File: src/rtl/ldpc_decode_scheduler.sv
// LDPC decode scheduler: load, CNP/VNP iterations, read-out, done.
// Optional early termination on parity_ok: LDPC_SCHED_EARLY_TERM_EN.
module ldpc_decode_scheduler #(
  parameter int L          = 32,
  parameter int ADDR_WIDTH = 5,
  parameter int K          = 6,
  parameter int CNP_LAT    = 5,
  parameter int VNP_LAT    = 2
) (
  input  logic                  clk,
  input  logic                  reset_n,
  input  logic                  start,
  input  logic                  abort,
  input  logic [3:0]            num_iter,
  input  logic                  load_valid,
  output logic                  load_ready,
  output logic [ADDR_WIDTH-1:0] load_add,
  output logic [K-1:0]          column_select,
  output logic                  en,
  output logic                  f_id,
  output logic                  dec_reset,
  output logic [ADDR_WIDTH-1:0] read_add,
  output logic                  out_valid,
  input  logic                  out_ready,
  output logic                  busy,
  output logic                  done,
`ifdef LDPC_SCHED_EARLY_TERM_EN
  input  logic                  parity_ok,
`endif
  output logic [3:0]            iter_count
);

  localparam int CW = (K > 1) ? $clog2(K) : 1;
  localparam int MAXLAT = (CNP_LAT > VNP_LAT) ? CNP_LAT : VNP_LAT;
  localparam int PW = $clog2(L + MAXLAT + 1);

  localparam logic [PW-1:0] CNP_END = PW'(L + CNP_LAT - 1);
  localparam logic [PW-1:0] VNP_END = PW'(L + VNP_LAT - 1);
  localparam logic [ADDR_WIDTH-1:0] A_END = ADDR_WIDTH'(L - 1);
  localparam logic [CW-1:0] C_END = CW'(K - 1);

  typedef enum logic [2:0] {
    S_IDLE, S_LOAD, S_CNP, S_VNP, S_READ, S_DONE
  } state_t;

  state_t state, state_n;

  logic [ADDR_WIDTH-1:0] addr;
  logic [CW-1:0]         col;
  logic [PW-1:0]         cyc;
  logic [3:0]            niter;
  logic [3:0]            iter_inc;
  logic load_xfer, read_xfer, phase_end;
  logic stop, kill, accept;

  always_comb begin
    state_n   = state;
    load_xfer = (state == S_LOAD) && load_valid;
    read_xfer = (state == S_READ) && out_ready;
    phase_end = ((state == S_CNP) && (cyc == CNP_END)) ||
                ((state == S_VNP) && (cyc == VNP_END));
    iter_inc  = iter_count + 4'd1;
    stop      = (iter_inc == niter);
`ifdef LDPC_SCHED_EARLY_TERM_EN
    stop      = stop || parity_ok;
`endif
    kill      = abort && (state != S_IDLE);
    accept    = (state == S_IDLE) && start;
    unique case (state)
      S_IDLE: if (start) state_n = S_LOAD;
      S_LOAD:
        if (load_xfer && col == C_END && addr == A_END)
          state_n = S_CNP;
      S_CNP: if (phase_end) state_n = S_VNP;
      S_VNP:
        if (phase_end) state_n = stop ? S_READ : S_CNP;
      S_READ:
        if (read_xfer && addr == A_END) state_n = S_DONE;
      S_DONE: state_n = S_IDLE;
      default: state_n = S_IDLE;
    endcase
    if (kill) state_n = S_IDLE;
  end

  always_ff @(posedge clk or negedge reset_n) begin
    if (!reset_n) begin
      state      <= S_IDLE;
      addr       <= '0;
      col        <= '0;
      cyc        <= '0;
      niter      <= '0;
      iter_count <= '0;
      dec_reset  <= 1'b0;
    end else begin
      state     <= state_n;
      dec_reset <= accept || kill;
      if (state_n != state) cyc <= '0;
      else if (en) cyc <= cyc + PW'(1);
      if (kill) begin
        addr <= '0;
        col  <= '0;
      end else if (accept) begin
        addr       <= '0;
        col        <= '0;
        iter_count <= '0;
        niter      <= (num_iter == 4'd0) ? 4'd1 : num_iter;
      end else if (load_xfer) begin
        addr <= (addr == A_END) ? '0 : addr + ADDR_WIDTH'(1);
        if (addr == A_END)
          col <= (col == C_END) ? '0 : col + CW'(1);
      end else if (read_xfer) begin
        addr <= (addr == A_END) ? '0 : addr + ADDR_WIDTH'(1);
      end else if (state == S_VNP && phase_end) begin
        iter_count <= iter_inc;
      end
    end
  end

  assign busy       = (state != S_IDLE);
  assign load_ready = (state == S_LOAD);
  assign en         = (state == S_CNP) || (state == S_VNP);
  assign f_id       = (state == S_VNP);
  assign out_valid  = (state == S_READ);
  assign done       = (state == S_DONE) && !abort;
  assign load_add   = load_ready ? addr : '0;
  assign read_add   = out_valid ? addr : '0;
  assign column_select = load_ready ? (K'(1) << col) : '0;

endmodule

File: config.mk
export PLATFORM = sky130hd
export DESIGN_NAME = ldpc_decode_scheduler
export DESIGN_NICKNAME = d
export VERILOG_FILES = /design/src/rtl/ldpc_decode_scheduler.sv
export SDC_FILE = /design/constraint.sdc
export NUM_CORES = 1
export LEC_CHECK = 0
export BUFFER_PORTS_ARGS = -buffer_cell sky130_fd_sc_hd__buf_4
export CORE_UTILIZATION = 49
export DETAILED_ROUTE_END_ITERATION = 10
export PLACE_DENSITY_LB_ADDON = 0.2
export SYNTH_ARGS = -nofsm -noshare
export SYNTH_HDL_FRONTEND = slang
export SYNTH_SLANG_ARGS = --single-unit
File: constraint.sdc
create_clock -name clk -period 2.3 [get_ports clk]
set_input_delay 0.23 -clock clk [delete_from_list [all_inputs] [get_ports clk]]
set_output_delay 0.23 -clock clk [all_outputs]
set_load 0.005 [all_outputs]
==> metrics.csv, run 1 <==
stage,metric,value,unit
outcome,status,"finished, final reports clean",
yosys,Post-synth top cells,"26 x dfrtp_1, 20 x nand2_1, 14 x and2_1",
yosys,Synth top area share,38.18,%
yosys,Post-Syn Instances,181,
sta,"Min Clock Period, post-route",2.211,ns
place,area post-placement,2038,sq um
min_path,hold path depth,3,
yosys,Yosys warnings,0,
power,cell internal pwr,0.0007931,W
sta,"Worst Setup Slack, final",0.08893,ns
setup_path,crit path kind,flop to flop,
sta,Final period util,96.13,%
place,pre-CTS setup slack,0.09165,ns
yosys,top-count cell post-synth,dfrtp_1,
floorplan,core area,3337,sq um
final_layout,share of layout cells above drive strength 1,28.83,%
grt,GR peak layer,met2,
clock_tree,clk slew on worst S/H paths,0.15,ns
power,power per cell area,518.2,nW/um^2
yosys,sequential share of the synthesized area,38.18,%
grt,initial antenna violation count,0,
power,Sw Pwr,0.0003034,W
grt,GRT overflow,0,
yosys,"area leader, netlist",dfrtp_1,
place,post-DP HPWL,2805,um
floorplan,Starting Density,51.07,%
drt,Via Count,1489,
clock_tree,H-tree Lvls,1,
grt,M3 GR Usage,2.772,%
yosys,cell area after synthesis,1704,sq um
sta,Highest Clock Rate,0.4523,GHz
setup_path,Worst R2R Path Depth,7,
clock_tree,worst skew pair latency,0.33,ns
power,Logic pwr share,21.4,%
final_layout,register area,653.1,sq um
setup_path,CP max FO,6,
sta,RSZ-0062 raised after global routing,false,
setup_path,crit path DAT,2.44,ns
grt,met2 Resource Use GR,40.50,%
sta,Setup-failing EPs final,0,
sta,Hold Slack,0.08067,ns
grt,largest net degree at the start of global routing,27,
yosys,fraction of registers with async set/reset,100.0,%
floorplan,Die Y-Extent,60.98,um
grt,routing usage on met1,24.67,%
drt,routed len/inst,13.41,um
clock_tree,CTS Buf Count,3,
clock_tree,CTS tree,built,
sta,"Slew Viols, Final",0,
floorplan,IO Count,37,
place,routability-driven placement congestion ratio,0.7987,
final_layout,final instance area,2116,sq um
power,Clk network pwr share,28.8,%
sta,Slew @ Worst Pin,0.4362,ns
clock_tree,Clock Path Buffers,2,
drt,vias per cell,5.556,
setup_path,CP Data Required Time,2.53,ns
sta,Final Hold Fails,0,
drt,WL final,3593,um
yosys,number of synthesized flops with an enable pin,0,
power,Sequential Power Share,49.8,%
floorplan,die area,3718,sq um
final_layout,synthesis-to-finish area growth,24.16,%
grt,Total Routing Usage GR,21.67,%
power,Sw Share,27.67,%
power,Design Power,0.001096,W
setup_path,critical path endpoint category,flop,
yosys,"FF+latch count, synth",26,
grt,first-pass GRT wire length,5996,um
clock_tree,clk root buf,clkbuf_4,
sta,skew final,0.01526,ns
yosys,Mean Syn Cell Area,9.415,sq um
power,IR Drop Worst-Case VDD,0.2974,mV
final_layout,area of the multi-input gates,974.7,sq um
setup_path,Worst setup SP type,flop,
yosys,syn_nets,198,
drt,Antenna Nets Post-Route,0,
floorplan,Rows,21,
flow_run,Max-cap violations,0,
place,number of port buffers,36,
setup_path,flop2flop setup slack,0.09,ns
final_layout,antenna cells,0,
sta,relative slew slack,70.92,%
drt,starting DRC count in detailed routing,83,
yosys,top post-synthesis cells by area,"dfrtp_1 38%, and2_1 5.1%, ha_1 5.1%",
drt,drt drc,0,
yosys,"Top FF cell, synth",dfrtp_1,
power,Leak Pwr,1.011,nW
grt,number of global-route vias before repair,1433,
final_layout,Nets,240,
min_path,worst hold path class,input pin to flop,
drt,TritonRoute pass-1 iters,4,
sta,final setup TNS,0,ns
floorplan,die width,60.98,um
clock_tree,Clock Sinks,26,
final_layout,Fillers,300,
yosys,Unique masters post-synth,49,
-- cells by family (layout without fill, tap and decap cells) --
kind of cell / after synthesis / in the layout / share of synthesized area (%)
buffers and inverters: 17 / 58 / 4.919
AND/OR/NAND/NOR: 84 / 84 / 29.74
multiplexers: 5 / 5 / 3.084
adder cells (fa/ha/maj): 7 / 7 / 5.139
XOR/XNOR: 12 / 12 / 6.167
AO/OA/AOI/OAI: 30 / 30 / 12.77
flip-flops: 26 / 26 / 38.18
-- final cells by class --
type	instances	share of cell area (%)
Timing Repair Buffer	46	16.44
Clock buffer	3	1.064
Clock inverter	1	1.419
Multi-Input combinational cell	138	46.07
Tap cell	46	2.720
Inverter	8	1.419
Sequential cell	26	30.87
-- per-stage QoR --
step | std cells | utilization [%]
finish | 268 | 63.40
global route | 268 | 63.40
CTS | 267 | 62.95
global placement | 262 | 61.08
floorplan | 181 | -
detailed placement | 262 | 61.08
-- placed cells by master, fill, tap and decap left out, types with 3 or more instances in the layout --
cell type	instances
nand4_1	3
o21ai_0	7
mux2i_1	3
nand2b_1	3
nand3_1	3
a21oi_1	3
nor3_1	4
and2_1	14
and3_1	3
xnor2_1	6
nor4b_1	3
dfrtp_1	24
clkbuf_4	3
inv_1	8
o31ai_1	3
nor2_1	10
a211oi_1	5
buf_4	45
xor2_1	6
nand2_1	20
ha_1	7
-- power by group through the flow --
stage	logic (W)	registers [W]	clock network (W)
after floorplan	0.000143	0.000538	0
after global routing	0.000260	0.000557	0.000342
after CTS	0.000232	0.000544	0.000326
final	0.000235	0.000546	0.000316
after detailed placement	0.000229	0.000554	0
after global placement	0.000224	0.000551	0
-- layer usage --
metal / wire length, um / up-vias
met5: 0 / -
met4: 59 / 0
met3: 108 / 6
met2: 1858 / 30
met1: 1566 / 724
li1: - / 729
-- flip-flops by register name, summed over array words and instances (netlist names) --
signal / cells
col: 3
cyc: 6
addr: 5
state: 3
iter_count: 4
dec_reset: 1
niter: 4
-- worst max-delay path: stages, from the launching register on --
cell	delay, ns
dfrtp_2	0.46
ha_1	0.23
and3_1	0.20
ha_1	0.21
a311oi_1	0.22
o21bai_1	0.13
a221o_2	0.41
a211oi_1	0.24
-- final timing paths --
| check | to | start |
|---|---|---|
| worst max-delay path | cyc[1]$_DFFE_PN0P_ | addr[0]$_DFFE_PN0P_ |
| worst min-delay path | niter[3]$_DFFE_PN0P_ | num_iter[3] |
| worst max register to register | cyc[1]$_DFFE_PN0P_ | addr[0]$_DFFE_PN0P_ |
| worst min register to register | niter[0]$_DFFE_PN0P_ | niter[0]$_DFFE_PN0P_ |
| max in group asynchronous | state[0]$_DFF_PN0_ | reset_n |
| min in group asynchronous | iter_count[3]$_DFFE_PN0P_ | reset_n |
-- timing repair --
item	in CTS	in global routing
hold endpoints to repair	26	0
hold buffers	1	0
endpoints found under the setup margin	0	16
setup buffers	0	1
gates resized for setup	0	3
No activity file was read; power rests on OpenSTA's default activity.
==> run 2, diff against run 1 <==
- BUFFER_PORTS_ARGS: -buffer_cell sky130_fd_sc_hd__buf_4 -> unset
- CORE_UTILIZATION: 49 -> 55
- DONT_BUFFER_PORTS: unset -> 1
==> run 2 against run 1 <==
Against the previous run:
- the flow now finishes with violations (DRC)
- clock power hardly changed
- sequential share of layout area rose by 3.4 points
- flip-flop and latch count unchanged
- critical path depth is 2 lower
- critical endpoint is now cyc[4]$_DFFE_PN0P_
- combinational power shrank 8%
- worst hold slack worse by 0.061 ns
- total power fell by 1.4%
- cell area is 9.3% lower
- largest power group unchanged
- register-to-register slack is essentially flat
==> metrics.csv, run 2 (same netlist as run 1, synthesis figures left out) <==
stage,metric,value,unit,change
final_layout,antenna cells,0,,unchanged
setup_path,"slowest stage cell, crit path",or4_4,,
min_path,min-delay src,num_iter[2],,
final_layout,Largest regs,"cyc: 6 flops, addr: 5 flops",,
clock_tree,worst skew pair latency,0.32,ns,about the same
sta,skew final,0.01289,ns,-0.002372 ns
floorplan,die width,57.67,um,-5.4%
setup_path,RR Endpoint,cyc[4]$_DFFE_PN0P_,,
min_path,hold path endpoint,niter[2]$_DFFE_PN0P_,,
drt,TritonRoute pass-1 iters,7,,+3
floorplan,Die Y-Extent,57.67,um,-5.4%
sta,Final Hold Fails,0,,unchanged
final_layout,fin util,67.28,%,+3.9 points
floorplan,Rows,19,,-9.5%
clock_tree,H-tree Lvls,1,,unchanged
clock_tree,clk root buf,clkbuf_4,,
drt,routed len/inst,16.49,um,+23%
sta,"Slew Viols, Final",0,,unchanged
power,power per cell area,563.2,nW/um^2,+8.7%
setup_path,flop2flop setup slack,0.1,ns,about the same
setup_path,crit path kind,flop to flop,,
outcome,failing checks,DRC,,
place,post-DP HPWL,2602,um,-7.2%
sta,"Worst Setup Slack, final",0.09652,ns,+0.007594 ns
grt,Total Routing Usage GR,24.22,%,+2.6 points
place,routability-driven placement congestion ratio,0.7768,,-2.7%
final_layout,"most common cell after layout, fill and taps aside",dfrtp_1,,
setup_path,crit-path max cell delay,0.57,ns,+0.11 ns
place,pre-CTS setup slack,0.1328,ns,+0.04114 ns
flow_run,Max-cap violations,0,,unchanged
final_layout,most frequent cells in the layout,"21 x dfrtp_1, 20 x nand2_1, 14 x and2_1",,
final_layout,Largest Register,cyc,,
power,IR Drop Worst-Case VDD,0.3852,mV,+30%
min_path,hold path depth,2,,-1
clock_tree,CTS Buf Count,3,,unchanged
drt,Antenna Nets Post-Route,0,,unchanged
setup_path,Worst setup SP type,flop,,
setup_path,critical path endpoint category,flop,,
final_layout,Nets,208,,-13%
floorplan,Starting Density,59.74,%,+8.7 points
sta,Hold Slack,0.01960,ns,-0.06107 ns
power,Leak Pwr,0.8409,nW,-17%
setup_path,CP Data Required Time,2.51,ns,-0.02 ns
setup_path,r2r startpoint,cyc[3]$_DFFE_PN0P_,,
clock_tree,Clock Path Buffers,2,,unchanged
sta,Slew @ Worst Pin,0.5288,ns,+0.09262 ns
grt,number of global-route vias before repair,1459,,+1.8%
sta,Final period util,95.80,%,-0.33 points
sta,relative slew slack,64.25,%,-6.7 points
grt,largest net degree at the start of global routing,27,,unchanged
place,number of port buffers,0,,-100%
final_layout,synthesis-to-finish area growth,12.63,%,
drt,WL final,3645,um,+1.4%
final_layout,share of layout cells above drive strength 1,19.47,%,-9.4 points
floorplan,die area,3325,sq um,-11%
clock_tree,clk slew on worst S/H paths,0.15,ns,about the same
clock_tree,CTS tree,built,,
grt,initial antenna violation count,0,,unchanged
grt,first-pass GRT wire length,6341,um,+5.8%
drt,drt drc,2,,+2
drt,starting DRC count in detailed routing,50,,-40%
final_layout,max reg flops,6,,unchanged
sta,Setup-failing EPs final,0,,unchanged
setup_path,crit path DAT,2.41,ns,-0.03 ns
grt,GRT overflow,0,,unchanged
floorplan,IO Count,37,,unchanged
sta,RSZ-0062 raised after global routing,true,,
drt,vias per cell,6.290,,+13%
setup_path,Worst R2R Path Depth,5,,-2
setup_path,CP Cell Sequence,or3b_1 -> or4_4 -> nor3_4 -> a221o_2 -> a211oi_1,,
min_path,worst hold path class,input pin to flop,,
clock_tree,Clock Sinks,26,,unchanged
outcome,status,"complete, but fails checks",,
floorplan,core area,2853,sq um,-15%
drt,Via Count,1390,,-6.6%
setup_path,CP max FO,6,,unchanged
sta,"Min Clock Period, post-route",2.203,ns,-0.007594 ns
sta,Highest Clock Rate,0.4538,GHz,+0.34%
run 2: area by class of cell:
class | instances | area [sq um]
Multi-Input combinational cell | 138 | 1013
Fill cell | 235 | 933.4
Sequential cell | 26 | 656.9
Timing Repair Buffer | 14 | 127.6
Tap cell | 31 | 38.79
Clock inverter | 1 | 30.03
Inverter | 8 | 30.03
Clock buffer | 3 | 22.52
run 2: timing repair:
action,4_1_cts,5_1_grt
hold buffers,5,0
resized for setup,0,12
endpoints found under the hold margin,30,0
setup endpoints to repair,0,8
buffers inserted,0,2
run 2: through the flow:
stage               instance area (sq um)    TNS, ns  cells  total power (W)
floorplan                            1704          0    181        0.0006804
global placement                     1742          0    210        0.0007210
CTS                                  1854          0    219         0.001063
global route                         1919  -0.006727    221         0.001141
detailed placement                   1742          0    210        0.0007317
finish                               1919          0    221         0.001081
run 2: worst max-delay path by stage:
stage	endpoint	startpoint	slack, ns	cells past startpoint
4_1_cts	cyc[1]$_DFFE_PN0P_	addr[0]$_DFFE_PN0P_	0.04	7
2_1_floorplan	cyc[0]$_DFFE_PN0P_	addr[0]$_DFFE_PN0P_	0.15	8
3_3_place_gp	cyc[1]$_DFFE_PN0P_	addr[0]$_DFFE_PN0P_	0.21	7
6_report	cyc[4]$_DFFE_PN0P_	cyc[3]$_DFFE_PN0P_	0.1	5
3_5_place_dp	cyc[2]$_DFFE_PN0P_	addr[0]$_DFFE_PN0P_	0.13	7
5_1_grt	cyc[4]$_DFFE_PN0P_	addr[0]$_DFFE_PN0P_	-0.006	7
run 2: report_power, final:
group / leakage (nW) / total [W] / internal [W] / switching (W)
logic: 0.470 / 0.000216 / 0.000101 / 0.000115
clock network: 0.0279 / 0.000313 / 0.000176 / 0.000137
registers: 0.343 / 0.000552 / 0.000499 / 0.0000534
total: 0.841 / 0.00108 / 0.000776 / 0.000305
run 2: per-layer routing:
metal	GRT usage (%)	wire length [um]
met5	0	0
met4	7.823	27
met3	4.911	189
met2	42.69	1915
met1	29.91	1512
run 2: worst max-delay path, delay by kind of cell, from the launching register on:
kind | cells | cell delay [ns]
AND/OR/NAND/NOR | 3 | 1.27
AO/OA/AOI/OAI | 2 | 0.38
flip-flops | 1 | 0.45
==> run 3, diff against run 2 <==
- HOLD_SLACK_MARGIN: unset -> 0.08
==> run 3 against run 2 <==
Against the previous run:
- the flow still finishes with violations (DRC)
- critical endpoint unchanged
- count of clock-buffer cells in the layout stayed put
- via count up 0.79%
- largest power group unchanged
- maximum frequency grew 0.57%
- clock skew barely moved
- wire length rose by 2.2%
- die area did not move
- cell count rose by 0.90%
- global-route usage is 0.57 points higher
- critical path type unchanged
- total power grew 0.48%
- register-to-register slack about the same
==> metrics.csv, run 3 (same netlist as run 1, synthesis figures left out) <==
stage,metric,value,unit,change
setup_path,crit path kind,flop to flop,,
final_layout,most frequent cells in the layout,"21 x dfrtp_1, 20 x nand2_1, 14 x and2_1",,
grt,Total Routing Usage GR,24.80,%,+0.57 points
setup_path,CP max FO,6,,unchanged
power,Sw Pwr,0.0003077,W,+0.98%
clock_tree,clk root buf,clkbuf_4,,
clock_tree,H-tree Lvls,1,,unchanged
final_layout,Fillers,230,,-2.1%
setup_path,critical path endpoint category,flop,,
place,Cell Count Post-Placement,210,,unchanged
setup_path,crit path DAT,2.40,ns,about the same
floorplan,core area,2853,sq um,unchanged
floorplan,Die Y-Extent,57.67,um,unchanged
final_layout,antenna cells,0,,unchanged
place,area post-placement,1742,sq um,unchanged
outcome,status,"complete, but fails checks",,
flow_run,Max-cap violations,0,,unchanged
sta,relative slew slack,64.23,%,about the same
grt,first-pass GRT wire length,6444,um,+1.6%
sta,Setup-failing EPs final,0,,unchanged
drt,vias per cell,6.283,,-0.11%
drt,routed len/inst,16.71,um,+1.3%
grt,largest net degree at the start of global routing,27,,unchanged
sta,Final period util,95.26,%,-0.54 points
drt,Via Count,1401,,+0.79%
clock_tree,Clock Path Buffers,2,,unchanged
power,Leak Pwr,0.8493,nW,+0.99%
power,cell internal pwr,0.0007785,W,+0.29%
grt,initial antenna violation count,0,,unchanged
drt,drt drc,2,,unchanged
clock_tree,worst skew pair latency,0.33,ns,about the same
setup_path,CP Cell Sequence,or3b_1 -> or4_4 -> nor3_4 -> a221o_2 -> a211oi_1,,
setup_path,"slowest stage cell, crit path",or4_4,,
grt,number of global-route vias before repair,1467,,+0.55%
setup_path,flop2flop setup slack,0.11,ns,about the same
power,Design Power,0.001086,W,+0.48%
sta,Slew @ Worst Pin,0.5291,ns,+0.0003322 ns
final_layout,Nets,210,,+0.96%
drt,TritonRoute pass-1 iters,7,,unchanged
place,routability-driven placement congestion ratio,0.7768,,unchanged
floorplan,Starting Density,59.74,%,unchanged
final_layout,share of layout cells above drive strength 1,19.27,%,-0.20 points
floorplan,Rows,19,,unchanged
floorplan,IO Count,37,,unchanged
sta,"Min Clock Period, post-route",2.191,ns,-0.01240 ns
place,post-DP HPWL,2602,um,unchanged
final_layout,final instance area,1939,sq um,+1.0%
floorplan,die width,57.67,um,unchanged
sta,"Slew Viols, Final",0,,unchanged
final_layout,synthesis-to-finish area growth,13.80,%,
power,Sequential Power Share,50.8,%,-0.3 points
final_layout,Largest regs,"cyc: 6 flops, addr: 5 flops",,
final_layout,"most common cell after layout, fill and taps aside",dfrtp_1,,
sta,Hold Slack,0.1436,ns,+0.1240 ns
setup_path,crit-path max cell delay,0.57,ns,about the same
final_layout,"non-filler cells, final",223,,+0.90%
sta,skew final,0.01289,ns,+0.000001000 ns
place,number of port buffers,0,,unchanged
power,Sw Share,28.33,%,+0.14 points
clock_tree,clk slew on worst S/H paths,0.15,ns,about the same
sta,Final Hold Fails,0,,unchanged
final_layout,fin util,67.98,%,+0.70 points
power,power per cell area,560.1,nW/um^2,-0.56%
setup_path,CP Data Required Time,2.51,ns,about the same
floorplan,die area,3325,sq um,unchanged
power,IR Drop Worst-Case VDD,0.3864,mV,+0.30%
drt,WL final,3726,um,+2.2%
power,Logic pwr share,20.1,%,about the same
power,Clk network pwr share,29.0,%,about the same
final_layout,Largest Register,cyc,,
outcome,failing checks,DRC,,
sta,RSZ-0062 raised after global routing,true,,
min_path,worst hold path class,input pin to flop,,
clock_tree,CTS Buf Count,3,,unchanged
drt,starting DRC count in detailed routing,58,,+16%
clock_tree,CTS tree,built,,
clock_tree,Clock Sinks,26,,unchanged
final_layout,max reg flops,6,,unchanged
grt,GRT overflow,0,,unchanged
sta,Highest Clock Rate,0.4564,GHz,+0.57%
setup_path,Worst setup SP type,flop,,
drt,Antenna Nets Post-Route,0,,unchanged
==> run 3: changes by cell type in the layout (fill, tap and decap cells not counted) <==
cell | before | now
dlygate4sd3_1 | 4 | 6
==> run 3: worst max-delay path: cells and delay by family, from the launching register on <==
family / cells / cell delay, ns
AOI/OAI and AO/OA: 2 / 0.37
DFF: 1 / 0.45
and+or+nand+nor: 3 / 1.26
==> run 3: final timing paths <==
| check | startpoint | end | cells after the start |
|---|---|---|---|
| min | num_iter[2] | niter[0]$_DFFE_PN0P_ | 3 |
| min in group asynchronous | reset_n | iter_count[0]$_DFFE_PN0P_ | 2 |
| min reg2reg | niter[3]$_DFFE_PN0P_ | niter[3]$_DFFE_PN0P_ | 2 |
| max in group asynchronous | reset_n | state[0]$_DFF_PN0_ | 2 |
| max reg2reg | cyc[3]$_DFFE_PN0P_ | cyc[4]$_DFFE_PN0P_ | 5 |
| max | cyc[3]$_DFFE_PN0P_ | cyc[4]$_DFFE_PN0P_ | 5 |
==> run 3: layer usage <==
metal | vias up | GRT usage [%] | part of all wire, %
met5 | - | 0 | 0
met4 | 0 | 7.483 | 0.72
met3 | 4 | 4.911 | 6.0
met2 | 40 | 45.02 | 53
met1 | 691 | 29.77 | 40
li1 | 666 | - | -
==> run 3: repair_timing <==
item,CTS,global route
hold endpoints to repair,32,0
endpoints found under the setup margin,0,8
buffers inserted,0,2
resized for setup,0,12
hold buffers,7,0
==> run 3: cell type report <==
cell class	instances	area [sq um]	share of cell area [%]
flip-flops and latches	26	656.9	33.87
inverters	8	30.03	1.548
clock inverters	1	30.03	1.548
well taps	31	38.79	2.000
repair buffers	16	147.6	7.613
multi-input cells	138	1013	52.26
clock buffers	3	22.52	1.161
==> run 3: power by group through the flow <==
stage                     Combinational (W)  Clock (W)  Sequential [W]
after floorplan                    0.000143          0        0.000538
after global placement             0.000168          0        0.000553
after detailed placement           0.000172          0        0.000559
after CTS                          0.000195   0.000320        0.000550
after global routing               0.000246   0.000336        0.000561
final                              0.000218   0.000315        0.000552
==> run 3: metrics by stage <==
| step | setup slack [ns] | TNS (ns) |
|---|---|---|
| after floorplan | 0.1526 | 0 |
| after global placement | 0.2071 | 0 |
| after detailed placement | 0.1328 | 0 |
| after CTS | 0.04228 | 0 |
| after global routing | -0.004874 | -0.004874 |
| final | 0.1089 | 0 |
